File: src/rtl/addsub_pipe_if.sv
// Operand/result handshake bundle for addsub_pipe: valid/ready on the operand side and on the result side.
interface addsub_pipe_if #(
  parameter int WIDTH = 16
);
  logic             in_valid;
  logic             in_ready;
  logic [WIDTH-1:0] a;
  logic [WIDTH-1:0] b;
  logic             sub;
  logic             cin;
  logic             out_valid;
  logic             out_ready;
  logic [WIDTH-1:0] sum;
  logic             cout;
  logic             ovfl;
  logic             zero;
  logic             neg;

  modport master (
    output in_valid, a, b, sub, cin, out_ready,
    input  in_ready, out_valid, sum, cout, ovfl, zero, neg
  );

  modport slave (
    input  in_valid, a, b, sub, cin, out_ready,
    output in_ready, out_valid, sum, cout, ovfl, zero, neg
  );
endinterface

File: src/rtl/addsub_pipe.sv
// Pipelined adder/subtractor: one GRP_W-bit group per stage, carry rippling stage to stage,
// with per-stage valid bits, backpressure, flags and optional signed saturation.
module addsub_pipe #(
  parameter int WIDTH = 16,
  parameter int GRP_W = 4,
  parameter bit SAT   = 1'b0
) (
  input  logic         clk,
  input  logic         rst,
  addsub_pipe_if.slave io_bus
);
  localparam int NGRP = WIDTH / GRP_W;

  if ((GRP_W < 1) || ((WIDTH % GRP_W) != 0)) begin : g_param_chk
    $error("addsub_pipe: WIDTH must be a positive multiple of GRP_W");
  end

  function automatic logic [GRP_W:0] grp_add(input logic [GRP_W-1:0] x,
                                             input logic [GRP_W-1:0] y,
                                             input logic             c);
    grp_add = {1'b0, x} + {1'b0, y} + {{GRP_W{1'b0}}, c};
  endfunction

  // Element k is what enters stage k: full skewed operands, partial sum, carry, valid.
  logic [WIDTH-1:0] w_a [NGRP];
  logic [WIDTH-1:0] w_b [NGRP];
  logic [WIDTH-1:0] w_s [NGRP];
  logic [NGRP-1:0]  w_c;
  logic [NGRP-1:0]  w_v;
  logic [NGRP-1:0]  w_vreg;
  logic [NGRP-1:0]  w_en;

  assign w_a[0] = io_bus.a;
  assign w_b[0] = io_bus.sub ? ~io_bus.b : io_bus.b;
  assign w_c[0] = io_bus.sub ? 1'b1 : io_bus.cin;
  assign w_s[0] = {WIDTH{1'b0}};
  assign w_v[0] = io_bus.in_valid;

  // A stage may load when it is empty or everything downstream of it can move.
  always_comb begin
    logic w_acc;
    w_acc = io_bus.out_ready;
    w_en  = {NGRP{1'b0}};
    for (int k = NGRP - 1; k >= 0; k--) begin
      w_acc   = ~w_vreg[k] | w_acc;
      w_en[k] = w_acc;
    end
  end

  assign io_bus.in_ready = w_en[0];

  for (genvar k = 0; k < NGRP; k++) begin : g_stg
    logic [GRP_W:0]   w_grp;
    logic [WIDTH-1:0] w_snew;

    assign w_grp = grp_add(w_a[k][k*GRP_W +: GRP_W], w_b[k][k*GRP_W +: GRP_W], w_c[k]);

    // Merge this stage's group result into the partial sum.
    always_comb begin
      w_snew                     = w_s[k];
      w_snew[k*GRP_W +: GRP_W]   = w_grp[GRP_W-1:0];
    end

    if (k < NGRP - 1) begin : g_mid
      logic             r_v;
      logic             r_c;
      logic [WIDTH-1:0] r_a;
      logic [WIDTH-1:0] r_b;
      logic [WIDTH-1:0] r_s;

      // Stage valid bit.
      always_ff @(posedge clk or posedge rst) begin
        if (rst) begin
          r_v <= 1'b0;
        end else if (w_en[k]) begin
          r_v <= w_v[k];
        end
      end

      // Skewed datapath, no reset needed.
      always_ff @(posedge clk) begin
        if (w_en[k]) begin
          r_a <= w_a[k];
          r_b <= w_b[k];
          r_s <= w_snew;
          r_c <= w_grp[GRP_W];
        end
      end

      assign w_a[k+1]  = r_a;
      assign w_b[k+1]  = r_b;
      assign w_s[k+1]  = r_s;
      assign w_c[k+1]  = r_c;
      assign w_v[k+1]  = r_v;
      assign w_vreg[k] = r_v;
    end else begin : g_last
      logic             w_am;
      logic             w_bm;
      logic             w_ovfl;
      logic [WIDTH-1:0] w_res;
      logic             r_v;
      logic [WIDTH-1:0] r_sum;
      logic             r_cout;
      logic             r_ovfl;
      logic             r_zero;
      logic             r_neg;

      assign w_am   = w_a[k][WIDTH-1];
      assign w_bm   = w_b[k][WIDTH-1];
      assign w_ovfl = (w_am == w_bm) & (w_snew[WIDTH-1] != w_am);

      // Clamp toward the sign of the operands on signed overflow.
      always_comb begin
        if ((SAT == 1'b1) && w_ovfl) begin
          w_res = w_am ? {1'b1, {(WIDTH-1){1'b0}}} : {1'b0, {(WIDTH-1){1'b1}}};
        end else begin
          w_res = w_snew;
        end
      end

      // Output register; a bubble clears the result so idle outputs read zero.
      always_ff @(posedge clk or posedge rst) begin
        if (rst) begin
          r_v    <= 1'b0;
          r_sum  <= {WIDTH{1'b0}};
          r_cout <= 1'b0;
          r_ovfl <= 1'b0;
          r_zero <= 1'b0;
          r_neg  <= 1'b0;
        end else if (w_en[k]) begin
          r_v <= w_v[k];
          if (w_v[k]) begin
            r_sum  <= w_res;
            r_cout <= w_grp[GRP_W];
            r_ovfl <= w_ovfl;
            r_zero <= (w_res == {WIDTH{1'b0}});
            r_neg  <= w_res[WIDTH-1];
          end else begin
            r_sum  <= {WIDTH{1'b0}};
            r_cout <= 1'b0;
            r_ovfl <= 1'b0;
            r_zero <= 1'b0;
            r_neg  <= 1'b0;
          end
        end
      end

      assign w_vreg[k]        = r_v;
      assign io_bus.out_valid = r_v;
      assign io_bus.sum       = r_sum;
      assign io_bus.cout      = r_cout;
      assign io_bus.ovfl      = r_ovfl;
      assign io_bus.zero      = r_zero;
      assign io_bus.neg       = r_neg;
    end
  end
endmodule

File: src/flat_wrapper.sv
// flat-port wrapper written by rule: the top's interface ports become plain ports
module addsub_pipe_flat 
#(
  parameter int WIDTH = 16,
  parameter int GRP_W = 4,
  parameter bit SAT   = 1'b0
)
  (clk, rst, io_bus_in_valid, io_bus_a, io_bus_b, io_bus_sub, io_bus_cin, io_bus_out_ready, io_bus_in_ready, io_bus_out_valid, io_bus_sum, io_bus_cout, io_bus_ovfl, io_bus_zero, io_bus_neg);
  addsub_pipe_if #(.WIDTH(WIDTH)) io_bus_i ();
  input  logic clk;
  input  logic rst;
  input wire logic [$bits(io_bus_i.in_valid)-1:0] io_bus_in_valid;
  input wire logic [$bits(io_bus_i.a)-1:0] io_bus_a;
  input wire logic [$bits(io_bus_i.b)-1:0] io_bus_b;
  input wire logic [$bits(io_bus_i.sub)-1:0] io_bus_sub;
  input wire logic [$bits(io_bus_i.cin)-1:0] io_bus_cin;
  input wire logic [$bits(io_bus_i.out_ready)-1:0] io_bus_out_ready;
  output wire logic [$bits(io_bus_i.in_ready)-1:0] io_bus_in_ready;
  output wire logic [$bits(io_bus_i.out_valid)-1:0] io_bus_out_valid;
  output wire logic [$bits(io_bus_i.sum)-1:0] io_bus_sum;
  output wire logic [$bits(io_bus_i.cout)-1:0] io_bus_cout;
  output wire logic [$bits(io_bus_i.ovfl)-1:0] io_bus_ovfl;
  output wire logic [$bits(io_bus_i.zero)-1:0] io_bus_zero;
  output wire logic [$bits(io_bus_i.neg)-1:0] io_bus_neg;
  assign io_bus_i.in_valid = io_bus_in_valid;
  assign io_bus_i.a = io_bus_a;
  assign io_bus_i.b = io_bus_b;
  assign io_bus_i.sub = io_bus_sub;
  assign io_bus_i.cin = io_bus_cin;
  assign io_bus_i.out_ready = io_bus_out_ready;
  assign io_bus_in_ready = io_bus_i.in_ready;
  assign io_bus_out_valid = io_bus_i.out_valid;
  assign io_bus_sum = io_bus_i.sum;
  assign io_bus_cout = io_bus_i.cout;
  assign io_bus_ovfl = io_bus_i.ovfl;
  assign io_bus_zero = io_bus_i.zero;
  assign io_bus_neg = io_bus_i.neg;
  addsub_pipe #(.WIDTH(WIDTH), .GRP_W(GRP_W), .SAT(SAT)) u_core (.clk(clk), .rst(rst), .io_bus(io_bus_i));
endmodule
File: config.mk
export PLATFORM = sky130hd
export DESIGN_NAME = addsub_pipe_flat
export DESIGN_NICKNAME = d
export VERILOG_FILES = /design/src/rtl/addsub_pipe_if.sv /design/src/rtl/addsub_pipe.sv /design/src/flat_wrapper.sv
export SDC_FILE = /design/constraint.sdc
export NUM_CORES = 1
export LEC_CHECK = 0
export BUFFER_PORTS_ARGS = -buffer_cell sky130_fd_sc_hd__clkbuf_2
export CAP_MARGIN = 30
export CORE_MARGIN = 3
export CORE_UTILIZATION = 24
export DETAILED_ROUTE_END_ITERATION = 8
export GPL_TIMING_DRIVEN = 0
export HOLD_SLACK_MARGIN = 0.12
export PLACE_DENSITY = 0.49
export SYNTH_ARGS = -nofsm -noshare
export SYNTH_HDL_FRONTEND = slang
export SYNTH_SLANG_ARGS = --single-unit
File: constraint.sdc
create_clock -name clk -period 3.5 [get_ports clk]
set_input_delay 0.7 -clock clk [delete_from_list [all_inputs] [get_ports clk]]
set_output_delay 0.7 -clock clk [all_outputs]
set_load 0.01 [all_outputs]
# ---- Word level (Yosys, flattened, before mapping)
# Cells that the tools add are included.
dict set report word_totals {
  ff_bits 147
}
dict set report classes {
  n_eq_ne 2
  reduce_logical 1
  n_mux 7
  bitwise 10
  addsub 8
}
# cell n
set ops {}
lappend ops {{2-to-1 mux 16 bit} 2}
lappend ops {{adder 4 x 4 -> 5 bit} 4}
lappend ops {{adder 5 x 1 -> 5 bit} 4}
lappend ops {{zero test 16 bit} 1}
lappend ops {{inverter 16 bit} 1}
lappend ops {{2-to-1 mux 1 bit} 5}
lappend ops {{inverter 1 bit} 4}
lappend ops {{OR 1 bit} 4}
lappend ops {{bitwise AND 1 bit} 1}
lappend ops {{equality test 1 bit} 1}
lappend ops {{inequality test 1 bit} 1}

# ---- Depth between registers and ports, before layout
dict set report depth {
  ltp_word 5
  ltp_mapped 7
  mapped_depth_nobuf 7
}

# ---- Worst setup path after synthesis
# Ideal clock, no wire load.
dict set report synth_timing {
  path_type {input -> register}
  start {input port io_bus_sub}
  end {register u_core.g_stg[0].g_mid.r_c, data pin}
  required_time_ns 3.246
  setup_slack_ns 0.862
  t_arrival_ns 2.384
  stages 7
  setup_time_ns 0.254
  cell_sequence {buf_2 buf_4 xor2_1 fa_1 fa_1 a21o_1 a21o_1}
}
dict set report synth_between {
  elab_chain_cells 3
  word_cells_on_any_way 4
  cone_classes {add/sub (2); mux (2)}
}
# item line
set synth_lines {}
lappend synth_lines {{start, declared} flat_wrapper.sv:15} ;# input wire logic [$bits(io_bus_i.sub)-1:0] io_bus_sub;
lappend synth_lines {{2-to-1 mux 16 bit} addsub_pipe.sv:34} ;# assign w_b[0] = io_bus.sub ? ~io_bus.b : io_bus.b;
lappend synth_lines {{adder 4 x 4 -> 5 bit} addsub_pipe.sv:21} ;# grp_add = {1'b0, x} + {1'b0, y} + {{GRP_W{1'b0}}, c};
lappend synth_lines {{adder 5 x 1 -> 5 bit *} addsub_pipe.sv:21}
lappend synth_lines {{net u_core.g_stg[0].w_grp[4]} addsub_pipe.sv:53} ;# logic [GRP_W:0] w_grp;
lappend synth_lines {{end signal, assigned} addsub_pipe.sv:86} ;# r_c <= w_grp[GRP_W];
lappend synth_lines {{end, declared} addsub_pipe.sv:66} ;# logic r_c;
# The timed path passes the listed nets; every way through them passes the cells marked *.
# A chain may end at the register's enable or synchronous reset.

# ---- Worst setup path after layout
dict set report layout_timing {
  start {input port io_bus_out_ready}
  end {output port io_bus_in_ready}
}
dict set report layout_between {
  elab_chain_cells 4
}
# item line
set layout_lines {}
lappend layout_lines {{start, declared} flat_wrapper.sv:17} ;# input wire logic [$bits(io_bus_i.out_ready)-1:0] io_bus_out_ready;
lappend layout_lines {{OR 1 bit (4 in a row)} addsub_pipe.sv:45} ;# w_acc = ~w_vreg[k] | w_acc;
lappend layout_lines {{end, declared} flat_wrapper.sv:18} ;# output wire logic [$bits(io_bus_i.in_ready)-1:0] io_bus_in_ready;
# Every way passes these cells.

==> reports/metrics.yaml <==
run_status:
  status: "complete, no violations"
floorplanning:
  die_y_um: 134
  num_io_pins: 60
  dieArea_mm2: 0.0180
  die_w_um: 134
  core.rowCount: 46
  start_util_pct: 24.6
  core_area_mm2: 0.0160
clocking:
  cts_num_sinks: 98
  worstSkewPairLatency_ns: 0.33
  clk_pin_slew_ns: 0.06
  cts-hold-fix-buffers: 0
  cts_buffer_depth: 2
  cts_max_level: 3
  tritoncts: "yes"
  post_cts_buffers: 0
  cts_root_buf: "clkbuf_16"
  cts_buffers: 9
  cts_repair_resize_count: 0
timing:
  fmax_mhz: 381
  fin_crit_ns: 2.62
  slew_violations: 0
  setup_viol_count_final: 0
  final_hold_viol_count: 0
  worst_slew_pin_slew_ns: 0.901
  skew_ns: 0.00849
  rsz0062_at_grt: "false"
  period_share_pct: 75.0
  hold_ws_ns: 0.418
  relSlewSlack_pct: 39.8
worst_setup_path:
  path_class: "in -> out"
  worst_setup_path_end_kind: "output port"
  worstSetupStartpointType: "input pin"
  arrival_ns: 1.92
  worstPathRequired_ns: 2.80
  cp_max_fo: 14
synth:
  yosysTopAreaCell: "edfxtp_1"
  yosysMostFrequentCell: "edfxtp_1"
  synth_area_mm2: 0.00394
  postSynthCellCount: 259
  synth_top_area_share_pct: 57.2
  synthFlopType: "edfxtp_1"
  syn-num-nets: 317
  ys_top_cells_by_area: "edfxtp_1 (57%), dfrtp_1 (15%), fa_1 (4.1%)"
  synth_seq_area_share_pct: 71.8
  async_reset_ff_share_pct: 23.5
  synth_seq_cells: 98
  synthDistinctLibCells: 31
  synth_area_per_cell_um2: 15.2
  yosys_warnings: 0
  synth_edf_count: 75
  synth_common_cells: "edfxtp_1 (75), nand2_1 (33), dfrtp_1 (23), inv_1 (21), o21ai_0 (18)"
grt:
  grt_pass1_vias: 2141
  antenna_found_initial: 0
  grt_max_degree: 24
  grt_pass1_wl_mm: 10.4
  grt_util_all_layers_pct: 7.48
  gr-total-overflow: 0
detailed_routing:
  ant_nets: 0
  drc_errors: 0
  wl_per_cell_um: 11.4
  drt_iter0_drc: 83
  vias: 2031
  firstDrtPassIters: 4
  wirelength_mm: 6.30
  viasPerCell: 3.69
finish:
  fin_nets: 389
  area_growth_pct: 23.3
  drive_gt1_share_pct: 25.7
  diodes: 0
  final_cell_area_mm2: 0.00486
power:
  power.density_mw_per_mm2: 670
  peakVddDrop_mv: 0.261
  power_leakage_nw: 2.06
min_path:
  hold_path.class: "reg -> reg"
place:
  dpl_cell_area_mm2: 0.00455
  gp_congestion: 0.743
  port-buffer-count: 58
  post-dp-hpwl_mm: 4.89
run:
  max_cap_violations: 0
-- final timing paths --
| check | cells past startpoint | end | start | slack (ns) |
|---|---|---|---|---|
| max in group asynchronous | 2 | u_core.io_bus.sum[14]$_DFFE_PP0P_ | rst | 2.47 |
| max | 5 | io_bus_in_ready | io_bus_out_ready | 0.88 |
| min | 0 | u_core.g_stg[2].g_mid.r_s[0]$_DFFE_PP_ | u_core.g_stg[1].g_mid.r_s[0]$_DFFE_PP_ | 0.42 |
| min reg2reg | 0 | u_core.g_stg[2].g_mid.r_s[0]$_DFFE_PP_ | u_core.g_stg[1].g_mid.r_s[0]$_DFFE_PP_ | 0.42 |
| max reg2reg | 7 | u_core.io_bus.zero$_DFFE_PP0P_ | u_core.g_stg[2].g_mid.r_b[12]$_DFFE_PP_ | 1.25 |
| min in group asynchronous | 2 | u_core.io_bus.sum[6]$_DFFE_PP0P_ | rst | 0.50 |
-- kinds of logic (layout without fill, tap and decap cells) --
kind of cell / count (synthesis) / in the layout / synth area share, %
XOR/XNOR: 25 / 25 / 5.56
AND/OR/NAND/NOR: 53 / 53 / 6.54
AO/OA/AOI/OAI: 32 / 32 / 4.73
adder cells (fa/ha/maj): 20 / 20 / 7.88
buffers and inverters: 31 / 107 / 3.53
flip-flops: 98 / 98 / 71.8
-- sequential cells by signal (all words and copies together) (netlist names), 3 cells and up --
name                    flops
u_core.g_stg.g_mid.r_c      3
u_core.g_stg.g_mid.r_s     24
u_core.io_bus.sum          15
u_core.g_stg.g_mid.r_v      3
u_core.g_stg.g_mid.r_a     24
u_core.g_stg.g_mid.r_b     24
-- cell usage in the layout, fill, tap and decap left out, drive strengths merged, types with 2 or more instances in the layout --
cell and count:
edfxtp 75, clkbuf 69, nand2 33, inv 24
dfrtp 23, o21ai 18, xor2 17, ha 12
buf 10, xnor2 8, fa 8, nand2b 6
a21o 6, a21oi 5, nor2b 3, or2 2
bufinv 2, nor4 2
-- where the power goes --
group | internal [W] | total [W] | leakage, nW | switching, W
Clock | 0.000624 | 0.00102 | 0.150 | 0.000400
Sequential | 0.00156 | 0.00168 | 1.05 | 0.000111
Combinational | 0.000245 | 0.000554 | 0.857 | 0.000310
-- critical path, stage by stage --
cell and delay [ns]:
clkbuf_2 0.08, nor2b_1 0.25, nand4_1 0.43, buf_8 0.32, clkbuf_2 0.14
-- per-layer routing --
layer	GRT usage [%]	share of wire, %	up-vias
met4	3.22	2.0	0
met3	2.51	5.4	9
li1	-	-	1036
met2	10.4	40	59
met1	10.6	52	927
met5	0	0	-
-- area by class of cell --
cell class                      count  area [µm²]
Sequential cell                    98        2830
Tap cell                          216         270
Fill cell                        1683       11100
Inverter                           22        85.1
Timing Repair Buffer               61         335
Clock buffer                        9         225
Buffer                              9        53.8
Multi-Input combinational cell    130         973
Clock inverter                      6        88.8
-- per-stage QoR --
step                total power, W  TNS, ns  setup slack [ns]  utilization [%]  cells
floorplan                  0.00203        0             0.862                -    259
global placement           0.00225   -0.170            -0.170             28.1    533
detailed placement         0.00227        0             0.719             28.4    536
CTS                        0.00331        0             0.835             30.4    551
global route               0.00345        0             0.772             30.4    551
finish                     0.00325        0             0.875             30.4    551
Power figures use the tool's default switching activity.
